===== src/rtl/ex_hazard_ctrl.sv =====
// ex_hazard_ctrl
//   Sequencing controller for the 5-stage core. It detects load-use hazards,
//   flushes on taken branches and holds EX while a multi-cycle MDU op runs.
//   It also produces registered one-hot forwarding selects for the EX
//   operand muxes: 001 = ID/EX operand, 010 = EX/MEM, 100 = MEM/WB.
//
// Ports
//   clk, rst                    clock, synchronous active-high reset
//   id_rs/id_rt, id_use_rs/rt   source registers of the ID instruction
//   id_mdu_op                   ID instruction is a multi-cycle MDU op
//   idex_dest/_reg_write/_mem_read   EX instruction destination info
//   exmem_dest/_reg_write       MEM instruction destination info
//   ex_branch_taken             branch resolved taken in EX
//   fwdA, fwdB                  registered operand selects for EX
//   pc_write, if_id_write, if_id_flush, id_ex_write, id_ex_bubble,
//   ex_mem_bubble               pipeline register controls
//   mdu_busy                    MDU op holding EX
//   stall_cycles                saturating count of stall cycles
module ex_hazard_ctrl #(
   parameter int MDU_LATENCY = 4,
   parameter int PERF_W      = 16
) (
   input  logic              clk,
   input  logic              rst,
   input  logic [4:0]        id_rs,
   input  logic [4:0]        id_rt,
   input  logic              id_use_rs,
   input  logic              id_use_rt,
   input  logic              id_mdu_op,
   input  logic [4:0]        idex_dest,
   input  logic              idex_reg_write,
   input  logic              idex_mem_read,
   input  logic [4:0]        exmem_dest,
   input  logic              exmem_reg_write,
   input  logic              ex_branch_taken,
   output logic [2:0]        fwdA,
   output logic [2:0]        fwdB,
   output logic              pc_write,
   output logic              if_id_write,
   output logic              if_id_flush,
   output logic              id_ex_write,
   output logic              id_ex_bubble,
   output logic              ex_mem_bubble,
   output logic              mdu_busy,
   output logic [PERF_W-1:0] stall_cycles
);

   typedef enum logic {RUN, BUSY} state_t;

   localparam logic [2:0] SEL_ID  = 3'b001;
   localparam logic [2:0] SEL_EX  = 3'b010;
   localparam logic [2:0] SEL_MEM = 3'b100;
   // BUSY covers the MDU cycles after the issue cycle.
   localparam logic [3:0] MDU_CNT = 4'(MDU_LATENCY - 1);

   state_t            state, state_nxt;
   logic [3:0]        cnt, cnt_nxt;
   logic [2:0]        fwdA_nxt, fwdB_nxt;
   logic              stall_inc;
   logic              hitA_ex, hitB_ex, hitA_mem, hitB_mem, load_use;

   // Register 0 is hardwired, so it never produces a hazard.
   assign hitA_ex  = id_use_rs & idex_reg_write  & (idex_dest  == id_rs) & (id_rs != 5'd0);
   assign hitB_ex  = id_use_rt & idex_reg_write  & (idex_dest  == id_rt) & (id_rt != 5'd0);
   assign hitA_mem = id_use_rs & exmem_reg_write & (exmem_dest == id_rs) & (id_rs != 5'd0);
   assign hitB_mem = id_use_rt & exmem_reg_write & (exmem_dest == id_rt) & (id_rt != 5'd0);
   assign load_use = idex_mem_read & (hitA_ex | hitB_ex);

   assign mdu_busy = (state == BUSY);

   always_comb begin
      state_nxt     = state;
      cnt_nxt       = cnt;
      fwdA_nxt      = fwdA;
      fwdB_nxt      = fwdB;
      stall_inc     = 1'b0;
      pc_write      = 1'b1;
      if_id_write   = 1'b1;
      if_id_flush   = 1'b0;
      id_ex_write   = 1'b1;
      id_ex_bubble  = 1'b0;
      ex_mem_bubble = 1'b0;
      case (state)
         RUN: begin
            if (ex_branch_taken) begin
               // Wrong-path ID instruction is squashed; its hazards are moot.
               if_id_flush  = 1'b1;
               id_ex_bubble = 1'b1;
               fwdA_nxt     = SEL_ID;
               fwdB_nxt     = SEL_ID;
            end else if (load_use) begin
               pc_write     = 1'b0;
               if_id_write  = 1'b0;
               id_ex_bubble = 1'b1;
               fwdA_nxt     = SEL_ID;
               fwdB_nxt     = SEL_ID;
               stall_inc    = 1'b1;
            end else begin
               fwdA_nxt = hitA_ex ? SEL_EX : hitA_mem ? SEL_MEM : SEL_ID;
               fwdB_nxt = hitB_ex ? SEL_EX : hitB_mem ? SEL_MEM : SEL_ID;
               if (id_mdu_op && (MDU_LATENCY > 1)) begin
                  cnt_nxt   = MDU_CNT;
                  state_nxt = BUSY;
               end
            end
         end
         BUSY: begin
            pc_write      = 1'b0;
            if_id_write   = 1'b0;
            id_ex_write   = 1'b0;
            ex_mem_bubble = 1'b1;
            stall_inc     = 1'b1;
            cnt_nxt       = cnt - 4'd1;
            if (cnt == 4'd1) state_nxt = RUN;
         end
         default: state_nxt = RUN;
      endcase
      // Hold the front end in a clean NOP state while in reset.
      if (rst) begin
         pc_write      = 1'b0;
         if_id_write   = 1'b0;
         if_id_flush   = 1'b1;
         id_ex_write   = 1'b1;
         id_ex_bubble  = 1'b1;
         ex_mem_bubble = 1'b0;
      end
   end

   always_ff @(posedge clk) begin
      if (rst) begin
         state        <= RUN;
         cnt          <= 4'd0;
         fwdA         <= SEL_ID;
         fwdB         <= SEL_ID;
         stall_cycles <= '0;
      end else begin
         state <= state_nxt;
         cnt   <= cnt_nxt;
         fwdA  <= fwdA_nxt;
         fwdB  <= fwdB_nxt;
         if (stall_inc && (stall_cycles != {PERF_W{1'b1}}))
            stall_cycles <= stall_cycles + {{(PERF_W-1){1'b0}}, 1'b1};
      end
   end

endmodule


===== config.mk =====
export PLATFORM = sky130hd
export DESIGN_NAME = ex_hazard_ctrl
export DESIGN_NICKNAME = d
export VERILOG_FILES = /design/src/rtl/ex_hazard_ctrl.sv
export SDC_FILE = /design/constraint.sdc
export NUM_CORES = 1
export LEC_CHECK = 0
export ABC_AREA = 1
export BUFFER_PORTS_ARGS = -buffer_cell sky130_fd_sc_hd__buf_2
export CORE_MARGIN = 2
export CORE_UTILIZATION = 53
export CTS_BUF_LIST = sky130_fd_sc_hd__clkbuf_8
export CTS_CLUSTER_SIZE = 25
export DETAILED_ROUTE_END_ITERATION = 8
export GPL_TIMING_DRIVEN = 0
export PLACE_DENSITY = 0.82
export RECOVER_POWER = 25
export SYNTH_ARGS = -nofsm -noshare
export SYNTH_HDL_FRONTEND = slang
export SYNTH_SLANG_ARGS = --single-unit

===== constraint.sdc =====
create_clock -name clk -period 2.2 [get_ports clk]
set_clock_uncertainty 0.15 [all_clocks]
set_input_delay 0.11 -clock clk [delete_from_list [all_inputs] [get_ports clk]]
set_output_delay 0.11 -clock clk [all_outputs]
set_load 0.05 [all_outputs]

==> metrics.yaml <==
hold_class: "in -> reg"
die-area_um2: 3970
io_pins: 58
core_region_area_um2: 3340
post-place-ws_ns: 0.361
drc: 0
synth_top_area_share_pct: 29.3
ant_nets: 0
critical_path_class: "reg -> out"
drv_slew: 0
synthTopCellsByArea: "dfxtp_1 (29%), nand2_1 (16%), nor2_1 (8.9%), nand3_1 (8.7%), inv_1 (8.5%)"
avgRoutedWirePerCell_um: 10.2
max-cap-violations: 0
tns_ns: 0
met3_usage_pct: 3.24
worstPathArrival_ns: 1.63
grt_pass1_wl_um: 7250
cts_htree_levels: 1
syn_inst: 302
mostFrequentLayoutCell: "nand2_1"
clock-sinks: 27
p_total_mw: 1.04
die_w_um: 63.0
worst_slack_ns: 0.311
max_freq_mhz: 529
cts_tree: "yes"
antenna_cells: 0
yosysWarnings: 0
vias: 2031
grt_pass1_vias: 1838
setup_violations: 0
cts_hold_buffers: 0
ys_ff_latch: 27
postCtsSetupBuffers: 0
slew_headroom_pct: 58.1
final_layout_size_suffix_gt1_share_pct: 19.9
worstSetupStartpointType: "flip-flop"
fin_crit_ns: 1.89
clkLatencyLatePin_ns: 0.27
gr-usage-met2_pct: 40.8
yosysTopAreaCell: "dfxtp_1"
hold_viol: 0
syn_avg_cell_area_um2: 6.12
initial_core_util_pct: 55.3
ir_worst_vdd_mv: 0.409
cts-resized-gates: 0
track_usage_pct: 21.9
syn_nets: 334
cts.path.max_buffers: 2
antenna_found_initial: 0
nets: 395
netlist_area_um2: 1850
clkTransAtPathRegs_ns: 0.09
busiest_layer: "met2"
fp.dieH_um: 63.0
critPathSlowestCell: "dfxtp_2"
drt-total-wl_um: 4170
path_cells: "inv_1, nand2_4, buf_12, nor2_2, buf_4, buf_2"
area_delta_synth_final_pct: 20.1
worst_pin_slew_ns: 0.631
max_stage_delay_ns: 0.37
hold_depth: 4
drtIter0Drc: 113
synth.distinct_cells: 32
numCtsBuffers: 3
dr.pass1.iters: 4
final_cell_mix: "nand2_1 (82), buf_2 (45), nor2_1 (43)"
grt_overflow: 0
leakagePower_nw: 1.11
grt_setup_unrepaired: "false"
period_share_pct: 85.9
grtUsageMet1_pct: 25.6
status: "completed"
powerDensity_nw_per_um2: 471
vias_per_cell: 4.98
hpwl_um: 3370
required_ns: 1.94
clockRootBuffer: "clkbuf_8"
r2r_cells: 10
gp_congestion: 0.881
io_buffers: 56
cp_max_fo: 10
grt_start_max_net_pins: 16
synth.yosys.seq_area_share_pct: 29.3
end_kind: "output port"
num_rows: 21
==> power breakdown <==
| part | total (mW) | internal (mW) | leakage (nW) | switching, mW |
|---|---|---|---|---|
| registers | 0.511 | 0.500 | 0.219 | 0.0112 |
| clock network | 0.286 | 0.127 | 0.0255 | 0.159 |
| logic | 0.247 | 0.0861 | 0.861 | 0.161 |
==> layer usage <==
layer / vias to the layer above / wire length [um] / part of all wire, %
met5: - / 0 / 0
met4: 0 / 62 / 1.5
met3: 6 / 155 / 3.7
met2: 48 / 2040 / 49
met1: 899 / 1910 / 46
li1: 1078 / - / -
==> worst max-delay path: cells and delay by family (launching register included) <==
kind / cells / cell delay [ns]
buffers and inverters: 4 / 0.76
DFF: 1 / 0.37
and+or+nand+nor: 2 / 0.23
==> kinds of logic after synthesis <==
| family | synth area share, % |
|---|---|
| AO/OA/AOI/OAI | 12.1 |
| buffers and inverters | 12.7 |
| AND/OR/NAND/NOR | 42.5 |
| adder cells (fa/ha/maj) | 2.03 |
| XOR/XNOR | 1.42 |
| flip-flops | 29.3 |
==> state kept, by name, summed over array words and instances, names as in the netlist <==
register and cells:
fwdA 3, cnt 4, stall_cycles 16, fwdB 3, mdu_busy 1
==> stage by stage <==
stage	hold WS (ns)	instance area, um^2	instances	utilization (%)
6_report	0.0148	2220	408	66.5
5_1_grt	0.0277	2220	408	66.5
4_1_cts	0.0109	2240	408	67.2
3_5_place_dp	0.292	2200	404	65.8
3_3_place_gp	0.289	2200	404	65.8
2_1_floorplan	0.165	1860	302	-
==> synth_stat cells, drive strengths merged <==
master  count
a21oi      24
a31oi       1
and3        1
buf         4
clkbuf      3
clkinv      1
dfxtp      27
ha          3
inv        44
nand2      86
nand3      35
nand3b      1
nand4       3
nor2       47
nor3        3
nor4        1
o211ai      1
o21ai      11
o21bai      1
o22ai       2
xor2        3
==> layout make-up <==
type / count / area (um^2)
fillers: 350 / 1120
repair buffers: 56 / 267
clock buffers: 3 / 41.3
multi-input cells: 223 / 1070
well taps: 46 / 57.6
flip-flops and latches: 27 / 542
plain buffers: 7 / 65.1
inverters: 45 / 169
clock inverters: 1 / 5.00
==> worst paths after layout <==
kind / start / end / slack, ns
max: mdu_busy / pc_write / 0.31
min reg2reg: fwdA[2] / fwdA[2] / 0.33
max reg2reg: stall_cycles[0] / stall_cycles[14] / 0.37
min: ex_branch_taken / mdu_busy / 0.01
Power figures use the tool's default switching activity.
